## src/rtl/mem_stage_banked_pkg.sv

```systemverilog
// Shared types and constants for the banked pipeline memory stage.
package mem_stage_banked_pkg;

    // Instruction bundle handed from the ALU stage to writeback.
    // mem_read/mem_write: [0] = access enable, [1] = word (else byte).
    // data_out carries store data into the stage and load results out of it.
    typedef struct packed {
        logic [3:0]  rd;
        logic        reg_write;
        logic [1:0]  mem_read;
        logic [1:0]  mem_write;
        logic        mem_sext;
        logic [7:0]  mem_bank;
        logic [15:0] mem_addr;
        logic [15:0] data_out;
    } alu_signals;

    typedef enum logic [1:0] {
        IDLE = 2'd0,
        ACC1 = 2'd1,
        ACC2 = 2'd2
    } mem_state_e;

    localparam logic [1:0] BE_NONE = 2'b00;
    localparam logic [1:0] BE_HI   = 2'b10;
    localparam logic [1:0] BE_LO   = 2'b01;
    localparam logic [1:0] BE_WORD = 2'b11;

    // Widen a loaded byte to 16 bits, sign- or zero-extended.
    function automatic logic [15:0] ext_byte(input logic [7:0] b, input logic sext);
        logic [15:0] r;
        if (sext) begin
            r = {{8{b[7]}}, b};
        end else begin
            r = {8'h00, b};
        end
        return r;
    endfunction

endpackage

```

## src/rtl/mem_lane_mux.sv

```systemverilog
// Byte-lane steering for the big-endian 16-bit data bus.
// Request side: byte enables and write-data replication.
// Response side: lane select and extension of loaded bytes.
module mem_lane_mux
    import mem_stage_banked_pkg::*;
(
    input  logic        req_word,
    input  logic        req_odd,
    input  logic [15:0] wr_datum,
    output logic [1:0]  be,
    output logic [15:0] wr_data,
    input  logic        rsp_word,
    input  logic        rsp_odd,
    input  logic        rsp_sext,
    input  logic [15:0] bus_data,
    output logic [15:0] rd_data
);

    // Request lanes: word uses both, a byte goes on both lanes with one enabled.
    always_comb begin
        be      = BE_NONE;
        wr_data = 16'h0000;
        if (req_word) begin
            be      = BE_WORD;
            wr_data = wr_datum;
        end else begin
            be      = req_odd ? BE_LO : BE_HI;
            wr_data = {wr_datum[7:0], wr_datum[7:0]};
        end
    end

    // Response lanes: word passes through, a byte is taken from its lane.
    always_comb begin
        rd_data = 16'h0000;
        if (rsp_word) begin
            rd_data = bus_data;
        end else if (rsp_odd) begin
            rd_data = ext_byte(bus_data[7:0], rsp_sext);
        end else begin
            rd_data = ext_byte(bus_data[15:8], rsp_sext);
        end
    end

endmodule

```

## src/rtl/mem_stage_banked.sv

```systemverilog
// Pipeline memory stage: runs one load/store per instruction against a
// variable-latency banked bus, splitting odd-address word accesses into
// two byte cycles, with a wait timeout. Non-memory ops pass in one cycle.
module mem_stage_banked
    import mem_stage_banked_pkg::*;
#(
    parameter int ADDR_W         = 24,
    parameter int BANK_W         = 8,
    parameter int MISALIGN_SPLIT = 1,
    parameter int TIMEOUT        = 255
) (
    input  logic              clk,
    input  logic              rst,
    input  logic              en,
    input  alu_signals        ctrl_i,
    output logic              busy_o,
    output logic [ADDR_W-1:0] mem_addr_o,
    output logic              mem_re_o,
    output logic              mem_we_o,
    output logic [1:0]        mem_be_o,
    output logic [15:0]       mem_data_o,
    input  logic [15:0]       mem_data_i,
    input  logic              mem_ready_i,
    output alu_signals        ctrl_o,
    output logic              valid_o,
    output logic              fault_o
);

    localparam int               CNT_W    = (TIMEOUT > 1) ? $clog2(TIMEOUT + 1) : 1;
    localparam logic [CNT_W:0]   TO_VAL   = (CNT_W + 1)'(TIMEOUT);
    localparam logic             TO_EN    = (TIMEOUT != 0);
    localparam logic             SPLIT_EN = (MISALIGN_SPLIT != 0);

    mem_state_e        state_r, state_next;
    logic [CNT_W-1:0]  wait_cnt_r, cnt_next;
    logic [CNT_W:0]    cnt_inc;
    alu_signals        cap_r, cap_next;
    logic [7:0]        lo_byte_r, lo_next;
    logic [ADDR_W-1:0] addr_next;
    logic              re_next, we_next, valid_next, fault_next;
    logic [1:0]        be_next;
    logic [15:0]       wd_next;
    alu_signals        ctrl_next;

    logic              in_wr, in_rd, in_word, in_mem;
    logic              cap_rd, cap_word, cap_split;
    logic              req_word, req_odd;
    logic [15:0]       req_datum, req_wdata, rsp_data;
    logic [1:0]        req_be;

    // Decode of the incoming instruction and of the captured one; writes beat reads.
    always_comb begin
        in_wr     = ctrl_i.mem_write[0];
        in_rd     = ctrl_i.mem_read[0] & ~ctrl_i.mem_write[0];
        in_word   = in_wr ? ctrl_i.mem_write[1] : ctrl_i.mem_read[1];
        in_mem    = in_wr | in_rd;
        cap_rd    = cap_r.mem_read[0] & ~cap_r.mem_write[0];
        cap_word  = cap_r.mem_write[0] ? cap_r.mem_write[1] : cap_r.mem_read[1];
        cap_split = cap_word & cap_r.mem_addr[0];
        cnt_inc   = {1'b0, wait_cnt_r} + {{CNT_W{1'b0}}, 1'b1};
    end

    // Source of the next request: the new instruction in IDLE, else the
    // low byte of a split word (second half, even lane).
    always_comb begin
        req_word  = 1'b0;
        req_odd   = 1'b0;
        req_datum = 16'h0000;
        if (state_r == IDLE) begin
            req_word  = in_word & ~ctrl_i.mem_addr[0];
            req_odd   = ctrl_i.mem_addr[0];
            req_datum = (in_word & ctrl_i.mem_addr[0]) ? {8'h00, ctrl_i.data_out[15:8]}
                                                       : ctrl_i.data_out;
        end else begin
            req_word  = 1'b0;
            req_odd   = 1'b0;
            req_datum = {8'h00, cap_r.data_out[7:0]};
        end
    end

    mem_lane_mux u_lane (
        .req_word (req_word),
        .req_odd  (req_odd),
        .wr_datum (req_datum),
        .be       (req_be),
        .wr_data  (req_wdata),
        .rsp_word (cap_word & ~cap_r.mem_addr[0]),
        .rsp_odd  (mem_be_o == BE_LO),
        .rsp_sext (cap_r.mem_sext),
        .bus_data (mem_data_i),
        .rd_data  (rsp_data)
    );

    // Next-state and next-output logic for the access sequencer.
    always_comb begin
        state_next = state_r;
        cnt_next   = wait_cnt_r;
        cap_next   = cap_r;
        lo_next    = lo_byte_r;
        addr_next  = mem_addr_o;
        re_next    = mem_re_o;
        we_next    = mem_we_o;
        be_next    = mem_be_o;
        wd_next    = mem_data_o;
        ctrl_next  = ctrl_o;
        valid_next = 1'b0;
        fault_next = 1'b0;
        case (state_r)
            IDLE: begin
                if (en) begin
                    if (!in_mem) begin
                        ctrl_next  = ctrl_i;
                        valid_next = 1'b1;
                    end else if (in_word && ctrl_i.mem_addr[0] && !SPLIT_EN) begin
                        ctrl_next  = ctrl_i;
                        valid_next = 1'b1;
                        fault_next = 1'b1;
                    end else begin
                        cap_next   = ctrl_i;
                        addr_next  = {ctrl_i.mem_bank[BANK_W-1:0], ctrl_i.mem_addr};
                        re_next    = in_rd;
                        we_next    = in_wr;
                        be_next    = req_be;
                        wd_next    = req_wdata;
                        cnt_next   = {CNT_W{1'b0}};
                        state_next = ACC1;
                    end
                end else begin
                    valid_next = 1'b0;
                end
            end
            ACC1, ACC2: begin
                if (mem_ready_i) begin
                    if ((state_r == ACC1) && cap_split) begin
                        // First half of a split word arrives on the odd lane.
                        lo_next    = mem_data_i[7:0];
                        addr_next  = {mem_addr_o[ADDR_W-1:16], cap_r.mem_addr + 16'h0001};
                        be_next    = req_be;
                        wd_next    = req_wdata;
                        cnt_next   = {CNT_W{1'b0}};
                        state_next = ACC2;
                    end else begin
                        ctrl_next = cap_r;
                        if (cap_rd) begin
                            ctrl_next.data_out = (state_r == ACC2) ? {lo_byte_r, mem_data_i[15:8]}
                                                                   : rsp_data;
                        end else begin
                            ctrl_next.data_out = cap_r.data_out;
                        end
                        valid_next = 1'b1;
                        re_next    = 1'b0;
                        we_next    = 1'b0;
                        be_next    = BE_NONE;
                        state_next = IDLE;
                    end
                end else if (TO_EN && (cnt_inc == TO_VAL)) begin
                    ctrl_next = cap_r;
                    if (cap_rd) begin
                        ctrl_next.data_out = 16'hFFFF;
                    end else begin
                        ctrl_next.data_out = cap_r.data_out;
                    end
                    valid_next = 1'b1;
                    fault_next = 1'b1;
                    re_next    = 1'b0;
                    we_next    = 1'b0;
                    be_next    = BE_NONE;
                    cnt_next   = {CNT_W{1'b0}};
                    state_next = IDLE;
                end else begin
                    cnt_next = cnt_inc[CNT_W-1:0];
                end
            end
            default: begin
                state_next = IDLE;
                re_next    = 1'b0;
                we_next    = 1'b0;
                be_next    = BE_NONE;
            end
        endcase
    end

    // State and registered outputs; reset abandons any outstanding request.
    always_ff @(posedge clk) begin
        if (rst) begin
            state_r    <= IDLE;
            wait_cnt_r <= {CNT_W{1'b0}};
            cap_r      <= '0;
            lo_byte_r  <= 8'h00;
            busy_o     <= 1'b0;
            mem_addr_o <= {ADDR_W{1'b0}};
            mem_re_o   <= 1'b0;
            mem_we_o   <= 1'b0;
            mem_be_o   <= BE_NONE;
            mem_data_o <= 16'h0000;
            ctrl_o     <= '0;
            valid_o    <= 1'b0;
            fault_o    <= 1'b0;
        end else begin
            state_r    <= state_next;
            wait_cnt_r <= cnt_next;
            cap_r      <= cap_next;
            lo_byte_r  <= lo_next;
            busy_o     <= (state_next != IDLE);
            mem_addr_o <= addr_next;
            mem_re_o   <= re_next;
            mem_we_o   <= we_next;
            mem_be_o   <= be_next;
            mem_data_o <= wd_next;
            ctrl_o     <= ctrl_next;
            valid_o    <= valid_next;
            fault_o    <= fault_next;
        end
    end

endmodule

```

## config.mk

```make
export PLATFORM = sky130hd
export DESIGN_NAME = mem_stage_banked
export DESIGN_NICKNAME = d
export VERILOG_FILES = /design/src/rtl/mem_stage_banked_pkg.sv /design/src/rtl/mem_lane_mux.sv /design/src/rtl/mem_stage_banked.sv
export SDC_FILE = /design/constraint.sdc
export NUM_CORES = 1
export LEC_CHECK = 0
export CORE_AREA = 2 2 152 154
export CTS_CLUSTER_DIAMETER = 50
export CTS_CLUSTER_SIZE = 24
export DETAILED_ROUTE_END_ITERATION = 6
export DIE_AREA = 0 0 154 156
export GPL_TIMING_DRIVEN = 0
export PLACE_DENSITY = 0.57
export SLEW_MARGIN = 5
export SYNTH_ARGS = -nofsm -noshare
export SYNTH_HDL_FRONTEND = slang
export SYNTH_SLANG_ARGS = --single-unit
export TNS_END_PERCENT = 100
```

## constraint.sdc

```tcl
create_clock -name clk -period 2.1 [get_ports clk]
set_input_delay 0.42 -clock clk [delete_from_list [all_inputs] [get_ports clk]]
set_output_delay 0.42 -clock clk [all_outputs]
set_load 0.01 [all_outputs]
```

After elaboration in Yosys (flattened, before gate mapping)
Cells that the tools add are included.
Widths: inputs -> output; s select.

cells by class
  add/sub/neg operators = 2
  equal/unequal tests = 12
  multiplexer cells = 65
  bitwise gates (word level) = 12
  reductions and logical operators = 14

operators by type and width
  cell                   count
  $mux 16                16
  $mux 50                5
  $pmux 50 s2            1
  $mux 24                2
  $pmux 24 s2            1
  $mux 8                 5
  $pmux 16 s2            1
  $mux 2                 12
  $add 16x1->16 const B  1
  $mux 1                 16
  $pmux 8 s2             1
  $reduce_and 4->1       3
  $ne 2x2->1 const B     5
  $reduce_and 5->1       2
  $add 8x1->9 const B    1
  $eq 9x8->1 const B     1
  $ne 3x3->1 const B     3
  $reduce_and 3->1       3
  $pmux 2 s2             2
  $and 1x1->1            6
  $pmux 1 s2             3
  $not 1->1              5
  $eq 2x1->1 const B     2
  $reduce_bool 2->1      2
  other kinds (6)        6

word-level totals
  register bits after elaboration = 165
  input port bits = 70
  output and inout port bits = 97
  word-level logic and storage cells = 133

Logic depth before layout (Yosys ltp)
  depth after elaboration = 8
  gate-level depth with buffers = 10
  gate-level depth less buffers = 7

Cells and area by module
Synthesis repeated with hierarchy kept, for this count alone.

unflattened totals
  cell total of the unflattened synthesis = 1009
  area, all modules = 8050.2 sq um

modules (own cells, without submodules)
  module            times used  cells each  area an instance (sq um)  sequential area each (sq um)
  mem_stage_banked  1           966         7661.1                    3303.2
  mem_lane_mux      1           43          389.1                     0.0

Worst setup path before layout
OpenSTA, ideal clock, no wires.

  path kind = reg-to-reg
  start point = register state_r[0]
  end point = register mem_data_o[4]
  library setup time = 0.070 ns
  arrival time = 2.023 ns
  required time = 2.030 ns
  slack = 0.006 ns
  cell stages (with the launch flop) = 9
  path buffers = 1
  clock period less this slack = 2.094 ns
  cell sequence = dfxtp_1 > inv_1 > ha_1 > clkinv_1 > o21ai_1 > nand2_1 > buf_2 > a311o_1 > a21oi_1

between the ends
  word-level cells in the longest chain between the ends = 6
  elaborated cells on any way between the ends = 18
  those cells by class = eq/ne: 6; mux: 7; reduce/logical: 5

RTL lines
  item                               line                                              source
  start, declared                    mem_stage_banked.sv:34                            mem_state_e state_r, state_next;
  start signal, assigned             mem_stage_banked.sv:200                           state_r <= state_next;
  $logic_not 2->1                    mem_stage_banked.sv:69, mem_stage_banked.sv:108
  $mux 16                            mem_stage_banked.sv:69                            if (state_r == IDLE) begin
  $mux 16                            mem_lane_mux.sv:23                                if (req_word) begin
  $mux 16, on equally long branches  mem_stage_banked.sv:134, mem_stage_banked.sv:111
  $mux 16, on equally long branches  mem_stage_banked.sv:133, mem_stage_banked.sv:110
  $pmux 16 s2                        mem_stage_banked.sv:108                           case (state_r)
  end signal, assigned               mem_stage_banked.sv:209                           mem_data_o <= wd_next;
  end, declared                      mem_stage_banked.sv:21                            output logic [15:0] mem_data_o,

Several ways; a longest one is shown, not always the timed one. The select of a mux whose other input is x is not followed.
A chain may end at the register's enable or synchronous reset.

Worst setup path after layout
  start point = register state_r[0]
  end point = register mem_be_o[1]

between the ends
  word-level cells in the longest chain between the ends = 7
  elaborated cells on any way between the ends = 18
  those cells by class = eq/ne: 5; mux: 9; reduce/logical: 4

RTL lines
  item                              line                                              source
  $logic_not 2->1                   mem_stage_banked.sv:69, mem_stage_banked.sv:108
  $mux 1                            mem_stage_banked.sv:69
  $mux 2                            mem_lane_mux.sv:27                                be = req_odd ? BE_LO : BE_HI;
  $mux 2                            mem_lane_mux.sv:23
  $mux 2, on equally long branches  mem_stage_banked.sv:134, mem_stage_banked.sv:111
  $mux 2, on equally long branches  mem_stage_banked.sv:133, mem_stage_banked.sv:110
  $pmux 2 s2                        mem_stage_banked.sv:108
  end signal, assigned              mem_stage_banked.sv:208                           mem_be_o <= be_next;
  end, declared                     mem_stage_banked.sv:20                            output logic [1:0] mem_be_o,

Several ways; a longest one is shown, not always the timed one. The select of a mux whose other input is x is not followed.

==> results by stage <==
Timing:
- The worst clock skew is 0.00947 ns.
- Timing would allow up to 479 MHz.
- Headroom to the max-slew limit came out at about two fifths.
- The max-slew violation count is 0.
- The clock period minus final worst setup slack is 2.09 ns.
- The setup violation total in the final timing report is 0.
- For the pin with the worst max-slew slack, the measured transition is 0.873 ns.
- The number of endpoints with negative hold slack in the final report is 0.
- The fraction of the cycle the final worst path needs is 99.5%.
- The smallest setup slack after layout is approximately 0.011 ns.
- Setup repair after global routing could not meet its margin everywhere.

Synth:
- Synthesis inferred around 170 register bits.
- For this run, asynchronously set or reset flops after synthesis account for 0%.
- The synthesized area is a little under 8000 sq um.
- The post-synthesis instance total is 970.
- sky130_fd_sc_hd__dfxtp_1 takes more of the synthesized area than any other cell.
- The mean post-synth cell area is 8.01 sq um.
- During synthesis, Yosys emitted a total of 0 warnings.
- The number of nets handed over by synthesis was 1047.
- In the post-synthesis netlist, the cell with the most instances is sky130_fd_sc_hd__nand2_1.
- The most used flip-flop cell after synthesis is sky130_fd_sc_hd__dfxtp_1.
- By count the netlist is led by 233 x sky130_fd_sc_hd__nand2_1, 165 x sky130_fd_sc_hd__dfxtp_1, 153 x sky130_fd_sc_hd__a21oi_1.
- Sequential elements use 42.5% of the synthesized area.
- The post-synthesis cell type count is 55.
- The number of synthesized flops with an enable pin is 0.
- After synthesis, the largest area contributor takes up 42.5% of total cell area.
- In the post-synthesis netlist, the biggest area contributors are sky130_fd_sc_hd__dfxtp_1 43%, sky130_fd_sc_hd__nand2_1 11%, sky130_fd_sc_hd__a21oi_1 9.9%.

Routing:
- After detailed routing, the total wire length is 28800 um.
- The post-route DRC violation count is 0.
- The mean routed wirelength per cell is 19.6 um.
- The number of detailed-route iterations in the first pass is 5.
- The initial DRC count is 533.
- The residual antenna-violating net count after detailed routing is 0.
- Dividing the detail-routed via count by the number of cells gives 5.51.
- The count of vias placed by the detailed router is 8093.

Worst setup path:
- The worst setup path is launched from a register.
- By startpoint and endpoint, the worst setup path is classified as reg -> reg.
- The source of the worst register-to-register timing path is state_r[0].
- The maximum fanout encountered on the critical timing path is 6.
- STA classifies the critical path endpoint as a register.
- The capture instance of the worst register-to-register path is mem_be_o[1].
- For the worst flop-to-flop path, the logic depth is 7.
- The data required time at the worst endpoint is 2.46 ns.
- The worst path arrival time is 2.45 ns.
- Setup slack on the worst reg-to-reg path comes out at 0.01 ns.

Global route:
- The global-route total usage across every layer is 23.6%.
- The via count of the first global-routing pass is between 7000 and 8000.
- The number of antenna violations at the first check in global routing is 0.
- The first-pass GRT wire length is 44000 um.
- The largest net degree at the start of global routing is 17.
- Global routing finished with a remaining overflow of 0.

CTS:
- The clock transition at the registers of the reported paths is around 0.070 ns.
- TritonCTS built the clock tree.
- The clock sink count is 165.
- The worst-case clock buffer depth is 2.
- The H-tree was split into 4 levels.
- The later pin in the worst-skew pair is clocked with a latency of 0.44 ns.
- For this design, the CTS-stage hold fixing added 0 buffers.
- TritonCTS created 17 clock buffers.
- The tree is rooted in a sky130_fd_sc_hd__clkbuf_16.

Place:
- The number of cells after detailed placement is 1418.
- The number of input and output port buffers inserted is 163.
- The sum of net half-perimeters after detailed placement is 21000 um.
- The placement-stage worst setup slack is -0.960 ns.
- The placer congestion estimate is 0.893.

Floorplanning:
- The die boundary width is ~150 um.
- The vertical die dimension is 156 um.
- The floorplan step defined a die boundary enclosing roughly 24000 sq um.
- The I/O pin total is ~170.
- The area of the core region is 22400 sq um.
- The site row count is between 50 and 60.
- The effective utilization at floorplan is 34.7%.

Final layout:
- The layout overhead on the synthesized area is 40.8%.
- The final layout contains roughly 1200 nets.
- Registers take 3310 sq um.
- The repair_antennas step left the layout with diodes totalling 0.
- Once layout is complete, the utilization of the core stands at between 40% and 50%.
- Leaving out filler cells and counting taps, the final layout contains 1470.
- The number of filler instances in the final layout is 2175.
- The fraction of final layout cells with drive strength greater than 1 is 12.6%.
- The area of the multi-input gates is 4330 sq um.

Power:
- The worst-case IR drop observed on VDD is 542 uV.
- The total power consumption of the routed design is 8.72 mW.
- The total leakage power is 3.91 nW.
- The cell area power density is 797 nW/um^2.

Min path:
- The tightest min-delay check is of the in -> reg type.
- The cell depth of the worst hold path is 3.
- The worst hold endpoint is cap_r[41].
- The worst hold path begins at ctrl_i[41].

Outcome:
- The run finished with clean final reports.

Flow run:
- Across the run, the number of max-cap violations was 0.
==> routing by layer <==
layer / share of wire, % / vias to the layer above / wire length [um] / global-route usage [%]
li1: - / 3869 / - / -
met1: 46 / 3882 / 13200 / 32.1
met2: 46 / 292 / 13100 / 38.1
met3: 6.2 / 50 / 1770 / 4.33
met4: 2.4 / 0 / 676 / 7.61
met5: 0 / - / 0 / 0
==> placed cells by master (no fill, tap or decap), types with 9 or more instances in the layout <==
master                              n
sky130_fd_sc_hd__dfxtp_1          160
sky130_fd_sc_hd__nand2_1          231
sky130_fd_sc_hd__nand3_1           26
sky130_fd_sc_hd__clkbuf_1          32
sky130_fd_sc_hd__clkbuf_16         17
sky130_fd_sc_hd__a31oi_1           11
sky130_fd_sc_hd__nor2_1            29
sky130_fd_sc_hd__a211oi_1          35
sky130_fd_sc_hd__a21oi_1          153
sky130_fd_sc_hd__buf_4             23
sky130_fd_sc_hd__mux2i_1           42
sky130_fd_sc_hd__o21ai_0           15
sky130_fd_sc_hd__buf_2              9
sky130_fd_sc_hd__clkbuf_4          10
sky130_fd_sc_hd__o22ai_1           17
sky130_fd_sc_hd__nor2b_1           12
sky130_fd_sc_hd__clkdlybuf4s50_1  162
==> how the worst max path moves through the flow <==
stage                    start       endpoint  slack [ns]  cells past startpoint
global route        state_r[1]    mem_be_o[1]       -0.06                      7
CTS                 state_r[0]    mem_be_o[1]       0.005                      7
global placement    ctrl_i[43]     ctrl_o[40]       -0.96                      8
finish              state_r[0]    mem_be_o[1]        0.01                      7
floorplan           state_r[0]  mem_data_o[4]       0.006                      8
detailed placement  ctrl_i[43]     ctrl_o[45]       -0.96                      8
==> final cells by class <==
type / count / area share, %
repair buffers: 186 / 17.1
plain buffers: 72 / 3.81
clock inverters: 15 / 1.76
multi-input cells: 722 / 39.6
clock buffers: 17 / 3.89
flip-flops and latches: 165 / 30.3
inverters: 8 / 0.297
well taps: 285 / 3.26
==> report_power, final <==
group          switching (mW)  internal [mW]
registers               0.158           3.34
logic                    1.02          0.841
clock network            1.46           1.90
total                    2.64           6.08
==> kinds of logic (layout without fill, tap and decap cells) <==
group | count (synthesis) | in the layout | synth area share [%]
fa+ha+maj | 7 | 7 | 1.13
flops | 165 | 165 | 42.5
mux | 47 | 47 | 6.12
simple gates | 353 | 353 | 19.6
buf+inv | 83 | 298 | 4.30
xor+xnor | 16 | 16 | 1.90
compound gates | 299 | 299 | 24.5
==> flip-flops by register name, summed over array words and instances, names as in the netlist <==
register	count
state_r	2
mem_we_o	1
valid_o	1
mem_re_o	1
ctrl_o	50
busy_o	1
lo_byte_r	8
cap_r	50
mem_data_o	16
fault_o	1
mem_be_o	2
mem_addr_o	24
wait_cnt_r	8
==> critical path, stage by stage, from the launching register on <==
cell                      delay [ns]
sky130_fd_sc_hd__dfxtp_2        0.35
sky130_fd_sc_hd__inv_2          0.06
sky130_fd_sc_hd__ha_4           0.31
sky130_fd_sc_hd__nand2_2        0.10
sky130_fd_sc_hd__or3_4          0.40
sky130_fd_sc_hd__mux2_2         0.26
sky130_fd_sc_hd__or4_1          0.40
sky130_fd_sc_hd__a21oi_1        0.13
==> repair_timing <==
item,CTS,global route
setup buffers,18,5
gates resized for setup,72,44
pin swaps,10,6
setup endpoints to repair,165,136
endpoints found under the hold margin,0,0
==> stage by stage <==
stage	hold slack, ns	setup TNS (ns)	cell area, sq um
CTS	0.384	0	10800
global placement	0.441	-93.92	9760
global route	0.421	-0.184	10900
detailed placement	0.446	-92.11	9760
finish	0.383	0	10900
floorplan	0.436	0	7770
Note: power is estimated with default switching activity, not from simulation.
